<file path="config.mk">
export PLATFORM = sky130hd
export DESIGN_NAME = xof
export DESIGN_NICKNAME = d
export VERILOG_FILES = /design/src/rtl/xof.sv
export SDC_FILE = /design/constraint.sdc
export NUM_CORES = 1
export LEC_CHECK = 0
export ABC_AREA = 0
export CORE_AREA = 2 2 180 182
export DETAILED_ROUTE_END_ITERATION = 6
export DIE_AREA = 0 0 182 184
export PLACE_DENSITY_LB_ADDON = 0.2
export SYNTH_ARGS = -nofsm -noshare
export SYNTH_HDL_FRONTEND = slang
export SYNTH_SLANG_ARGS = --single-unit
</file>
<file path="constraint.sdc">
create_clock -name clk_i -period 9.4 [get_ports clk_i]
set_input_delay 1.88 -clock clk_i [delete_from_list [all_inputs] [get_ports clk_i]]
set_output_delay 1.88 -clock clk_i [all_outputs]
set_load 0.03 [all_outputs]
</file>
<file path="src/rtl/xof.sv">
// Operand-fetch stage: holds one decoded instruction, reads the register file,
// forwards same-edge writebacks and blocks issue on scoreboard hazards.
module xof (
    input  logic        clk_i,
    input  logic        reset_ni,
    input  logic        dec_valid_i,
    output logic        dec_ready_o,
    input  logic [4:0]  dec_ra_i,
    input  logic [4:0]  dec_rb_i,
    input  logic [4:0]  dec_rd_i,
    input  logic [31:0] dec_ctl_i,
    output logic [4:0]  ra_o,
    output logic [4:0]  rb_o,
    input  logic [63:0] rdata_i,
    input  logic [63:0] rdatb_i,
    input  logic        wb_we_i,
    input  logic [4:0]  wb_rd_i,
    input  logic [63:0] wb_dat_i,
    output logic        ex_valid_o,
    input  logic        ex_ready_i,
    output logic [63:0] ex_a_o,
    output logic [63:0] ex_b_o,
    output logic [4:0]  ex_rd_o,
    output logic [31:0] ex_ctl_o,
    output logic [31:0] stall_cnt_o
);

    logic        valid_q;
    logic [4:0]  ra_q;
    logic [4:0]  rb_q;
    logic [4:0]  rd_q;
    logic [31:0] ctl_q;
    logic [31:1] busy_q;
    logic        fwda_q;
    logic        fwdb_q;
    logic [63:0] fwdadat_q;
    logic [63:0] fwdbdat_q;
    logic [31:0] stall_q;

    logic [31:0] busy_all;
    logic [31:0] busy_nxt;
    logic        dec_xfer;
    logic        issue;
    logic        wb_live;

    assign busy_all = {busy_q, 1'b0};
    assign wb_live  = wb_we_i && (wb_rd_i != '0);

    // Issue qualification uses only held state, never ex_ready_i.
    assign ex_valid_o  = valid_q && !busy_all[ra_q] && !busy_all[rb_q] && !busy_all[rd_q];
    assign issue       = ex_valid_o && ex_ready_i;
    assign dec_ready_o = !valid_q || issue;
    assign dec_xfer    = dec_valid_i && dec_ready_o;

    assign ra_o = dec_xfer ? dec_ra_i : ra_q;
    assign rb_o = dec_xfer ? dec_rb_i : rb_q;

    assign ex_a_o      = fwda_q ? fwdadat_q : rdata_i;
    assign ex_b_o      = fwdb_q ? fwdbdat_q : rdatb_i;
    assign ex_rd_o     = rd_q;
    assign ex_ctl_o    = ctl_q;
    assign stall_cnt_o = stall_q;

    // Clear first so that a same-edge set of the same register wins.
    always_comb begin
        busy_nxt = busy_all;
        if (wb_live) begin
            busy_nxt[wb_rd_i] = 1'b0;
        end
        if (issue && (rd_q != '0)) begin
            busy_nxt[rd_q] = 1'b1;
        end
    end

    always_ff @(posedge clk_i or negedge reset_ni) begin
        if (!reset_ni) begin
            valid_q <= 1'b0;
            ra_q    <= '0;
            rb_q    <= '0;
            rd_q    <= '0;
            ctl_q   <= '0;
        end else if (dec_xfer) begin
            valid_q <= 1'b1;
            ra_q    <= dec_ra_i;
            rb_q    <= dec_rb_i;
            rd_q    <= dec_rd_i;
            ctl_q   <= dec_ctl_i;
        end else if (issue) begin
            valid_q <= 1'b0;
        end
    end

    always_ff @(posedge clk_i or negedge reset_ni) begin
        if (!reset_ni) begin
            busy_q <= '0;
        end else begin
            busy_q <= busy_nxt[31:1];
        end
    end

    // The register file returns pre-write data on a same-edge write, so capture it here.
    always_ff @(posedge clk_i or negedge reset_ni) begin
        if (!reset_ni) begin
            fwda_q    <= 1'b0;
            fwdb_q    <= 1'b0;
            fwdadat_q <= '0;
            fwdbdat_q <= '0;
        end else begin
            fwda_q    <= wb_live && (wb_rd_i == ra_o);
            fwdb_q    <= wb_live && (wb_rd_i == rb_o);
            fwdadat_q <= wb_dat_i;
            fwdbdat_q <= wb_dat_i;
        end
    end

    always_ff @(posedge clk_i or negedge reset_ni) begin
        if (!reset_ni) begin
            stall_q <= '0;
        end else if (valid_q && !ex_valid_o && (stall_q != '1)) begin
            stall_q <= stall_q + 32'd1;
        end
    end

endmodule

</file>
After elaboration in Yosys (flattened, before gate mapping)
Cells that the tools add are included.
{"block": "word_totals", "ff_bits": 177, "latch_bits": 0, "ramBits": 0, "mem_bits_ro": 0, "inputBits": 249, "out_inout_bits": 209, "wordCells": 63, "n_memories": 0}
{"block": "classes", "addsub": 1, "mul": 0, "div": 0, "order_cmp": 6, "n_eq_ne": 3, "shifts": 0, "muxes": 18, "bitwise": 3, "reduce_logical": 22}
{"operator": "2-to-1 mux 64 bit", "count": 2}
{"operator": "2-to-1 mux 32 bit", "count": 2}
{"operator": "adder 32 x 1 -> 32 bit, second input constant", "count": 1}
{"operator": "AND 32 bit", "count": 1}
{"operator": "inequality test 32 bit, second input constant", "count": 1}
{"operator": "inverter 32 bit", "count": 1}
{"operator": "OR 32 bit", "count": 1}
{"operator": "less-than comparator 5 x 6 -> 1 bit, second input constant", "count": 4}
{"operator": "binary-select mux 1 bit (select 5 bit)", "count": 3}
{"operator": "logical AND 1 bit", "count": 13}
{"operator": "demux 1 bit (select 5 bit)", "count": 2}
{"operator": "== test 5 bit", "count": 2}
{"operator": "greater-or-equal comparator 5 x 1 -> 1 bit, second input constant", "count": 2}
{"operator": "2-to-1 mux 5 bit", "count": 2}
{"operator": "nonzero test 5 bit", "count": 2}
{"operator": "2-to-1 mux 1 bit", "count": 7}
{"operator": "logical NOT 1 bit", "count": 5}
{"operator": "nonzero test 2 bit", "count": 1}
{"operator": "logical OR 1 bit", "count": 1}

Logic depth before layout (Yosys ltp)
Gate-level depths: netlist of the first run.
{"block": "logic_depth", "word_depth": 12, "ltp_mapped": 12, "mapped_depth_nobuf": 8}

Worst setup path after synthesis of the first run
OpenSTA, ideal clock, no wires.
{"block": "synth_timing", "kind": "input to output", "start": "input port dec_valid_i", "end": "output port ra_o[1]", "t_arrival_ns": 3.208, "path_slack_ns": 4.312, "cell_stages": 6, "path_cell_list": "nand3_1 > o41ai_4 > buf_6 > buf_8 > buf_6 > o21ai_0"}
{"block": "synth_via", "elab_chain_len": 2}
{"element": "from (decl)", "line": "6", "source": "input logic dec_valid_i,"}
{"element": "logical AND 1 bit", "line": "53", "source": "assign dec_xfer = dec_valid_i && dec_ready_o;"}
{"element": "2-to-1 mux 5 bit"}
{"element": "to (decl)", "line": "12", "source": "output logic [4:0] ra_o,"}
No other way between the ends.

Worst setup path in the final report of the first run
{"block": "layout_timing", "start": "register rd_q[1] (netlist: ex_rd_o[1])", "end": "output port rb_o[0]"}
{"block": "layout_via", "elab_chain_len": 8}
{"element": "from (decl)", "line": "31", "source": "logic [4:0] rd_q;"}
{"element": "from (signal assigned)", "line": "86", "source": "rd_q <= dec_rd_i;"}
{"element": "binary-select mux 1 bit (select 5 bit)", "line": "50", "source": "assign ex_valid_o = valid_q && !busy_all[ra_q] && !busy_all[rb_q] && !busy_all[rd_q];"}
{"element": "2-to-1 mux 1 bit (not written as such)", "line": "50"}
{"element": "logical NOT 1 bit", "line": "50"}
{"element": "logical AND 1 bit", "line": "50"}
{"element": "logical AND 1 bit", "line": "51", "source": "assign issue = ex_valid_o && ex_ready_i;"}
{"element": "logical OR 1 bit", "line": "52", "source": "assign dec_ready_o = !valid_q || issue;"}
{"element": "logical AND 1 bit", "line": "53"}
{"element": "2-to-1 mux 5 bit"}
{"element": "to (decl)", "line": "13", "source": "output logic [4:0] rb_o,"}
No other way between the ends. The select of a mux whose other input is x is not followed.

==> results of run 1 <==
## synth_stat cells (3+ instances only)
master	count	area share
xor2_1	5	0.0049
mux2i_1	27	0.031
buf_4	3	0.0025
and4_1	4	0.0040
nand3_1	28	0.016
nor2b_1	4	0.0028
o221ai_1	3	0.0030
and2_1	7	0.0049
inv_1	7	0.0030
nand3b_1	4	0.0034
or3_1	4	0.0028
o211ai_1	3	0.0025
mux4_2	10	0.025
buf_6	4	0.0051
o221ai_2	3	0.0051
buf_2	7	0.0040
mux2_2	172	0.22
nand4_1	8	0.0056
clkbuf_1	20	0.0085
o21ai_0	47	0.027
nor2_1	9	0.0038
and3_1	7	0.0049
o21ai_1	22	0.012
nand2b_1	9	0.0064
o22ai_1	9	0.0064
or3b_1	3	0.0030
a22oi_1	3	0.0025
xnor2_1	31	0.031
dfrtp_1	177	0.50
nand2_1	20	0.0085
## critical path: stages, from the launching register on
cell	delay [ns]
dfrtp_1	0.99
mux2i_1	0.28
o22ai_1	0.10
o21ai_0	0.42
nand4_4	0.21
o41ai_4	0.30
buf_4	0.59
mux2_2	0.46
clkdlybuf4s50_1	0.68
## sequential cells by signal, indices dropped and copies added, names as in the netlist
register / cells
valid_q: 1
fwdbdat_q: 64
stall_cnt_o: 32
fwda_q: 1
ex_ctl_o: 32
rb_q: 5
fwdb_q: 1
busy_q: 31
ex_rd_o: 5
ra_q: 5
## routing by layer
layer	up-vias	share of wire	global-route usage
met5	-	0.0014	0
met4	8	0.019	0.0545
met3	55	0.078	0.0640
met2	362	0.52	0.361
met1	3741	0.38	0.240
li1	3449	-	-
## final timing paths
| path | from | endpoint | slack, ns | cells after the start |
|---|---|---|---|---|
| min in group asynchronous | reset_ni | stall_cnt_o[19]$_DFFE_PN0P_ | 1.40 | 1 |
| max reg2reg | ex_rd_o[1]$_DFFE_PN0N_ | fwdb_q$_DFF_PN0_ | 5.41 | 9 |
| max | ex_rd_o[1]$_DFFE_PN0N_ | rb_o[0] | 3.02 | 8 |
| min | stall_cnt_o[24]$_DFFE_PN0P_ | stall_cnt_o[24]$_DFFE_PN0P_ | 0.49 | 1 |
| max in group asynchronous | reset_ni | fwda_q$_DFF_PN0_ | 6.73 | 2 |
| min reg2reg | stall_cnt_o[24]$_DFFE_PN0P_ | stall_cnt_o[24]$_DFFE_PN0P_ | 0.49 | 1 |
## area by class of cell
cell class	instances	area [µm²]
Fill cell	2940	17000
Timing Repair Buffer	462	4620
Sequential cell	177	4430
Multi-Input combinational cell	473	4200
Tap cell	402	503
Clock buffer	19	453
Clock inverter	13	171
Inverter	9	33.8
Antenna cell	2	5.00
## metrics by stage
stage / std cells / worst slack (ns) / hold WS, ns / util
2_1_floorplan: 694 / 4.31 / 0.504 / -
3_3_place_gp: 1523 / 2.91 / 0.478 / 0.439
3_5_place_dp: 1523 / 2.93 / 0.482 / 0.439
4_1_cts: 1555 / 2.89 / 0.497 / 0.459
5_1_grt: 1557 / 2.73 / 0.521 / 0.459
6_report: 1557 / 3.02 / 0.491 / 0.459
## power groups by stage
stage,clock network [mW],logic (mW),registers [mW]
2_1_floorplan,0,1.03,1.27
3_3_place_gp,0,1.82,1.21
3_5_place_dp,0,1.83,1.21
4_1_cts,0.799,1.83,1.20
5_1_grt,0.828,1.92,1.23
6_report,0.772,1.82,1.20
## cell families after synthesis
group           after synthesis  synth area share
mux                         210             0.276
flops                       177             0.500
simple gates                124            0.0876
compound gates              102            0.0737
buf+inv                      44            0.0256
xor+xnor                     36            0.0356
fa+ha+maj                     1           0.00141
==> metrics, run 1 <==
CTS tree=built; ANT nets after route=0; Nets=1390; worst slew pin tran=between 1 and 1.5 ns; Switching Share=0.406; FP Rows=65; clock group share of total power=0.204; fin area=~14000 µm²; worst vdd ir=around 0.19 mV; Critical Path Source Type=flip-flop; Worst Hold Class=reg2reg; Mapped Nets=about 940; NetSw=1.54 mW; Yosys reg bits=approximately 180; Setup-failing EPs final=0; Root Buffer Master=clkbuf_16; DP Area=~14000 µm²; Initial Util=0.282; Post-CTS Setup Bufs=0; Vias=approximately 7600; # H-tree levels=4; CTS max path bufs=2; fin. max-slew vios=0; Post-Syn Area per Cell=roughly 13 µm²; cts bufs inserted=17; share of layout cells above drive strength 1=0.207; Max Clk Rate=between 150 and 200 MHz; pin count of the biggest net entering global routing=65; DP Wirelength=around 28000 µm; # DRC=0; Tcrit/Tclk final=0.678; Top FF cell, synth=dfrtp_1; core area=31400 µm²; RSZ-0062 raised after global routing=no; first-pass GRT wire length=approximately 51000 µm; vias per cell=slightly below 5; initial antenna violation count=8; post-CTS sizing=0; overall power=3.79 mW; Synth-to-Final Area Change=62.7%; gate count of the mapped netlist=694; GR Util All Layers=0.204; Pleak=approximately 5.6 nW; clock-pin slew on the worst setup and hold paths=0.08 ns; critical path peak fanout=56; Iter 0 DRT Violations=approximately 400; Fin Setup TNS=0 ns; critical path type=reg2out; CTS Sinks=177; commonest non-fill, non-tap cell in the layout=clkdlybuf4s50_1; CP Data Required Time=roughly 7.5 ns; CP Data Arrival Time=~4.5 ns; Post-synth EDFFs=0; Synth async-reset ratio=1.00; die area=between 30000 and 40000 µm²; # hold bufs at CTS=0; synth unique cells=55; Slew headroom=0.238; netlist area before placement=between 8000 and 9000 µm²; combinational group share of total power=0.480; drt pass-1 iters=5; post-DR wirelength/cell=22.7 µm; Ys Warns=0; Cell Pwr Density=approximately 260 nW/µm²; I/O Pins=458; share of power burned in registers=0.316; Setup Skew=between 0.01 and 0.015 ns; IO Port Bufs=roughly 460; Final Critical Period=about 6.4 ns; Max Cap Violations=0; DRT Wirelength=between 30000 and 40000 µm; status=finished clean; most frequent cells in the layout=clkdlybuf4s50_1 (456), dfrtp_1 (175), mux2_2 (172); Final Hold Fails=0; Pint=around 2.2 mW; gpl congestion=0.923; Vert. Die Dim=between 150 and 200 µm; GRT overflow=0; Seq/Total Area, Yosys=0.500; clock latency on the worst-skew pair=about 0.44 ns; DIE WIDTH=182 µm; vias in the first global route=roughly 7700; Critical Path Sink Type=primary output
No activity file was read; power rests on OpenSTA's default activity.
==> inputs of run 2 (changes only) <==
CORE_AREA = 2 2 176 178   (was 2 2 180 182)
DIE_AREA = 0 0 178 180   (was 0 0 182 184)
clock period = 6.4 ns   (was 9.4 ns; I/O delays follow)
==> run 2 against run 1 <==
Effect of this change:
- largest power group unchanged
- largest cell class unchanged
- hold slack better by 0.0036 ns
- critical path type unchanged
- flip-flop and latch count unchanged
- highest routed layer unchanged
- core utilization up 1.9 points
- combinational power up 46%
==> metrics, run 2 (synthesized netlist as in run 1, its figures left out) <==
post-DR wirelength/cell=~23 µm; worst slew pin tran=around 1.0 ns; max FFs per register=64; drt pass-1 iters=5; RSZ-0062 raised after global routing=no; cts bufs inserted=17; Final Critical Period=approximately 5.5 ns; Setup-failing EPs final=0; clock-pin slew on the worst setup and hold paths=0.08 ns; Worst Hold Class=reg2reg; most frequent cells in the layout=clkdlybuf4s50_1 (456), dfrtp_1 (175), mux2_2 (172); Reg-to-Reg Start=ex_rd_o[1]$_DFFE_PN0N_; Cell Pwr Density=around 380 nW/µm²; Final Hold Fails=0; critical path type=reg2out; Pleak=5.62 nW; worst vdd ir=0.288 mV; dpl ws=1.28 ns; Worst Min Path Start=stall_cnt_o[10]$_DFFE_PN0P_; commonest non-fill, non-tap cell in the layout=clkdlybuf4s50_1; core area=between 30000 and 40000 µm²; DP Wirelength=around 28000 µm; pin count of the biggest net entering global routing=between 60 and 70; Fin Setup TNS=0 ns; critical path peak fanout=56; CP Data Arrival Time=4.24 ns; clock latency on the worst-skew pair=approximately 0.44 ns; worst reg2reg path depth=9; FP Rows=64; # DRC=0; Tcrit/Tclk final=0.863; CP Data Required Time=5.12 ns; # fillers=between 2000 and 3000; FF+latch area=4430 µm²; gpl congestion=between 0.9 and 1; initial antenna violation count=20; CTS max path bufs=2; ANT nets after route=0; I/O Pins=around 460; status=finished clean; Root Buffer Master=clkbuf_16; post-placement cell count=~1500; Post-CTS Setup Bufs=0; vias in the first global route=7934; # hold bufs at CTS=0; Iter 0 DRT Violations=346; first-pass GRT wire length=52500 µm; hold path depth=1; post-CTS sizing=0; GRT overflow=0; IO Port Bufs=457; vias per cell=around 4.9; Reg with most FFs=fwdbdat_q; Vert. Die Dim=~180 µm; Max Cap Violations=0; fin. max-slew vios=0; Worst Setup SP=ex_rd_o[1]$_DFFE_PN0N_; Critical Path Source Type=flip-flop; Critical Path Sink Type=primary output; Max Clk Rate=approximately 180 MHz; Critical R2R Capture=fwdb_q$_DFF_PN0_; DIE WIDTH=178 µm; GR Util All Layers=0.222; DRT Wirelength=35900 µm; CTS Sinks=roughly 180; Nets=roughly 1400; final setup margin=0.876 ns; multi-input logic area=approximately 4200 µm²; # H-tree levels=4; Initial Util=0.293; die area=about 32000 µm²; share of layout cells above drive strength 1=0.207; Synth-to-Final Area Change=63.0%; Hold WS=0.494 ns; Setup Skew=0.0197 ns; flop-to-flop setup slack=approximately 2.7 ns; Slew headroom=0.304; Vias=between 7000 and 8000; Post-Route Utilization=0.478; CTS tree=built; Layout Cells excl Fill=around 1600; Worst Hold Path EP=stall_cnt_o[10]$_DFFE_PN0P_
==> run 2: through the flow <==
| step | total power [mW] | cell area, µm² |
|---|---|---|
| 2_1_floorplan | 3.38 | 8860 |
| 3_3_place_gp | 4.45 | 13800 |
| 3_5_place_dp | 4.47 | 13800 |
| 4_1_cts | 5.61 | 14400 |
| 5_1_grt | 5.84 | 14400 |
| 6_report | 5.55 | 14400 |
==> run 2: area by class of cell <==
cell class	count	area share
tap	396	0.0343
multi-input combinational	473	0.291
clock inverter	14	0.0131
sequential	177	0.307
clock buffer	18	0.0304
inverter	9	0.00234
timing repair buffer	462	0.320
antenna	8	0.00139
==> run 2: worst max-delay path: stages (launching register included) <==
cell and delay [ns]:
dfrtp_1 0.97, mux2i_1 0.28, o22ai_1 0.13, a211oi_1 0.35, nand4_2 0.22, o41ai_4 0.42, buf_12 0.31, mux2i_1 0.33
inv_1 0.11, clkdlybuf4s50_1 0.68
==> run 2: metal layers <==
metal	GRT usage	vias up	part of all wire
met5	0	-	0.0036
met1	0.270	3798	0.40
li1	-	3458	-
met3	0.0899	51	0.10
met4	0.0521	20	0.017
met2	0.366	343	0.48
==> run 2: report_power, final <==
part	total, mW	internal (mW)	switching, mW	leakage [nW]
combinational	2.66	1.27	1.39	3.13
clock	1.11	0.577	0.534	0.305
sequential	1.78	1.39	0.394	2.19
==> run 2: worst max-delay path by stage <==
stage                     slack (ns)  cells past startpoint     endpoint
after floorplan                 2.23                      9  dec_ready_o
after global placement          1.40                      7      rb_o[0]
after detailed placement        1.28                      9      rb_o[3]
after CTS                       0.80                      9      rb_o[3]
after global routing            0.60                      9      rb_o[3]
final                           0.88                      9      rb_o[3]
==> inputs of run 3 (changes only) <==
--- a/config.mk
+++ b/config.mk
@@ -8,5 +8,5 @@
 export ABC_AREA = 0
-export CORE_AREA = 2 2 176 178
+export CORE_MARGIN = 1
+export CORE_UTILIZATION = 27
 export DETAILED_ROUTE_END_ITERATION = 6
-export DIE_AREA = 0 0 178 180
 export PLACE_DENSITY_LB_ADDON = 0.2
--- a/constraint.sdc
+++ b/constraint.sdc
@@ -3,2 +3,2 @@
 set_output_delay 1.28 -clock clk_i [all_outputs]
-set_load 0.03 [all_outputs]
+set_load 0.05 [all_outputs]
==> run 3 against run 2 <==
Effect of this change:
- sequential share of layout area is 0.067 points higher
- sequential power about the same
- critical endpoint is now rb_o[0]
- setup slack lost 0.084 ns
- wire length down 3.0%
- highest routed layer is now met4
- fmax shrank 1.5%
==> metrics, run 3 (synthesized netlist as in run 1, its figures left out) <==
Root Buffer Master=clkbuf_16; critical path peak fanout=56; # DRC=0; worst reg2reg path depth=9; DRT Wirelength=around 35000 µm; Nets=1390; Worst Hold Path EP=stall_cnt_o[26]$_DFFE_PN0P_; Pleak=5.59 nW; initial antenna violation count=2; hold path depth=1; Setup Skew=~0.010 ns; # hold bufs at CTS=0; multi-input logic area=4200 µm²; CTS Sinks=177; met2 GRT Util=0.355; Worst Hold Class=reg2reg; Slowest-stage cell, CP=dfrtp_1; Vias=roughly 7600; met1 Use GR=0.245; worst slew pin tran=around 1.1 ns; Worst Min Path Start=stall_cnt_o[26]$_DFFE_PN0P_; ANT nets after route=0; gpl congestion=0.897; DP Wirelength=between 20000 and 30000 µm; Vert. Die Dim=about 180 µm; CP Data Required Time=5.12 ns; DIE WIDTH=~180 µm; slowest stage delay, CP=0.97 ns; first-pass GRT wire length=slightly above 50000 µm; Final Hold Fails=0; pin count of the biggest net entering global routing=about 80; # fillers=3038; Reg with most FFs=fwdbdat_q; cts bufs inserted=17; FF+latch area=approximately 4400 µm²; post-DR wirelength/cell=21.9 µm; Hold WS=~0.49 ns; met3 GRT Util=0.0586; overall power=approximately 5.9 mW; core area=around 32000 µm²; post-CTS sizing=0; GRT overflow=0; most frequent cells in the layout=clkdlybuf4s50_1 (456), dfrtp_1 (175), mux2_2 (172); Iter 0 DRT Violations=roughly 450; Fin Setup TNS=0 ns; worst vdd ir=0.378 mV; clock-pin slew on the worst setup and hold paths=approximately 0.07 ns; CP Data Arrival Time=between 4 and 5 ns; FP Rows=65; DP Area=approximately 14000 µm²; Setup-failing EPs final=0; Reg-to-Reg Start=ex_rd_o[1]$_DFFE_PN0N_; Slew headroom=0.252; Final Critical Period=~5.6 ns; CP bufs+invs=2; status=finished clean; # H-tree levels=4; Post-CTS Setup Bufs=0; Synth-to-Final Area Change=62.6%; CTS max path bufs=2; Critical Path Source Type=flip-flop; critical path type=reg2out; vias per cell=between 4 and 5; fin area=between 10000 and 15000 µm²; CTS tree=built; Initial Util=0.278; CP delay by family, top=buffers and inverters; Critical R2R Capture=fwdb_q$_DFF_PN0_; I/O Pins=458; RSZ-0062 raised after global routing=no; clock latency on the worst-skew pair=approximately 0.44 ns; IO Port Bufs=457; die area=~34000 µm²; CP cell instances=mux2i_1 -> o22ai_1 -> a211oi_1 -> nand4_2 -> o41ai_4 -> buf_12 -> mux2_2 -> clkdlybuf4s50_1; GR Util All Layers=0.205; fin. max-slew vios=0; drt pass-1 iters=4; max FFs per register=64; grt peak-use layer=met2; Critical Path Sink Type=primary output; share of layout cells above drive strength 1=0.206; vias in the first global route=7959; Max Clk Rate=~180 MHz; Cell Pwr Density=roughly 400 nW/µm²; stages on the worst setup path=8; commonest non-fill, non-tap cell in the layout=clkdlybuf4s50_1; Tcrit/Tclk final=0.876; flop-to-flop setup slack=2.69 ns; Max Cap Violations=0
## run 3: worst max-delay path by stage
stage | startpoint | endpoint | slack (ns)
2_1_floorplan | ex_rd_o[4]$_DFFE_PN0N_ | ra_o[1] | 1.74
3_3_place_gp | ex_rd_o[1]$_DFFE_PN0N_ | rb_o[1] | 1.27
3_5_place_dp | ex_rd_o[1]$_DFFE_PN0N_ | rb_o[1] | 1.18
4_1_cts | ex_rd_o[1]$_DFFE_PN0N_ | rb_o[1] | 0.70
5_1_grt | ex_rd_o[1]$_DFFE_PN0N_ | rb_o[1] | 0.54
6_report | ex_rd_o[1]$_DFFE_PN0N_ | rb_o[0] | 0.79
## run 3: power breakdown
part	internal (mW)	total [mW]	switching, mW
registers	1.39	1.77	0.384
logic	1.27	3.13	1.86
clock network	0.545	1.04	0.494
total	3.20	5.94	2.73
## run 3: per-layer routing
layer,vias to the layer above,share of wire
met4,0,0.021
met2,323,0.51
met5,-,0
met1,3801,0.40
li1,3444,-
met3,38,0.069
## run 3: stage by stage
stage          std cells   util  worst slack [ns]
2_1_floorplan        694      -              1.74
3_5_place_dp        1556  0.434              1.18
3_3_place_gp        1556  0.434              1.27
5_1_grt             1590  0.452             0.543
6_report            1590  0.452             0.792
4_1_cts             1588  0.452             0.698
## run 3: layout make-up
type,count,share of cell area
antenna,2,0.000347
clock buffer,19,0.0300
clock inverter,13,0.00903
inverter,9,0.00234
multi-input combinational,473,0.292
sequential,177,0.308
tap,435,0.0378
timing repair buffer,462,0.321
## run 3: worst register-to-register path: stages (launching register included)
cell	delay, ns
dfrtp_1	0.97
mux2i_1	0.28
o22ai_1	0.13
a211oi_1	0.33
nand4_2	0.23
o41ai_4	0.42
buf_12	0.30
mux2_2	0.40
and2_1	0.21
a2111oi_4	0.32
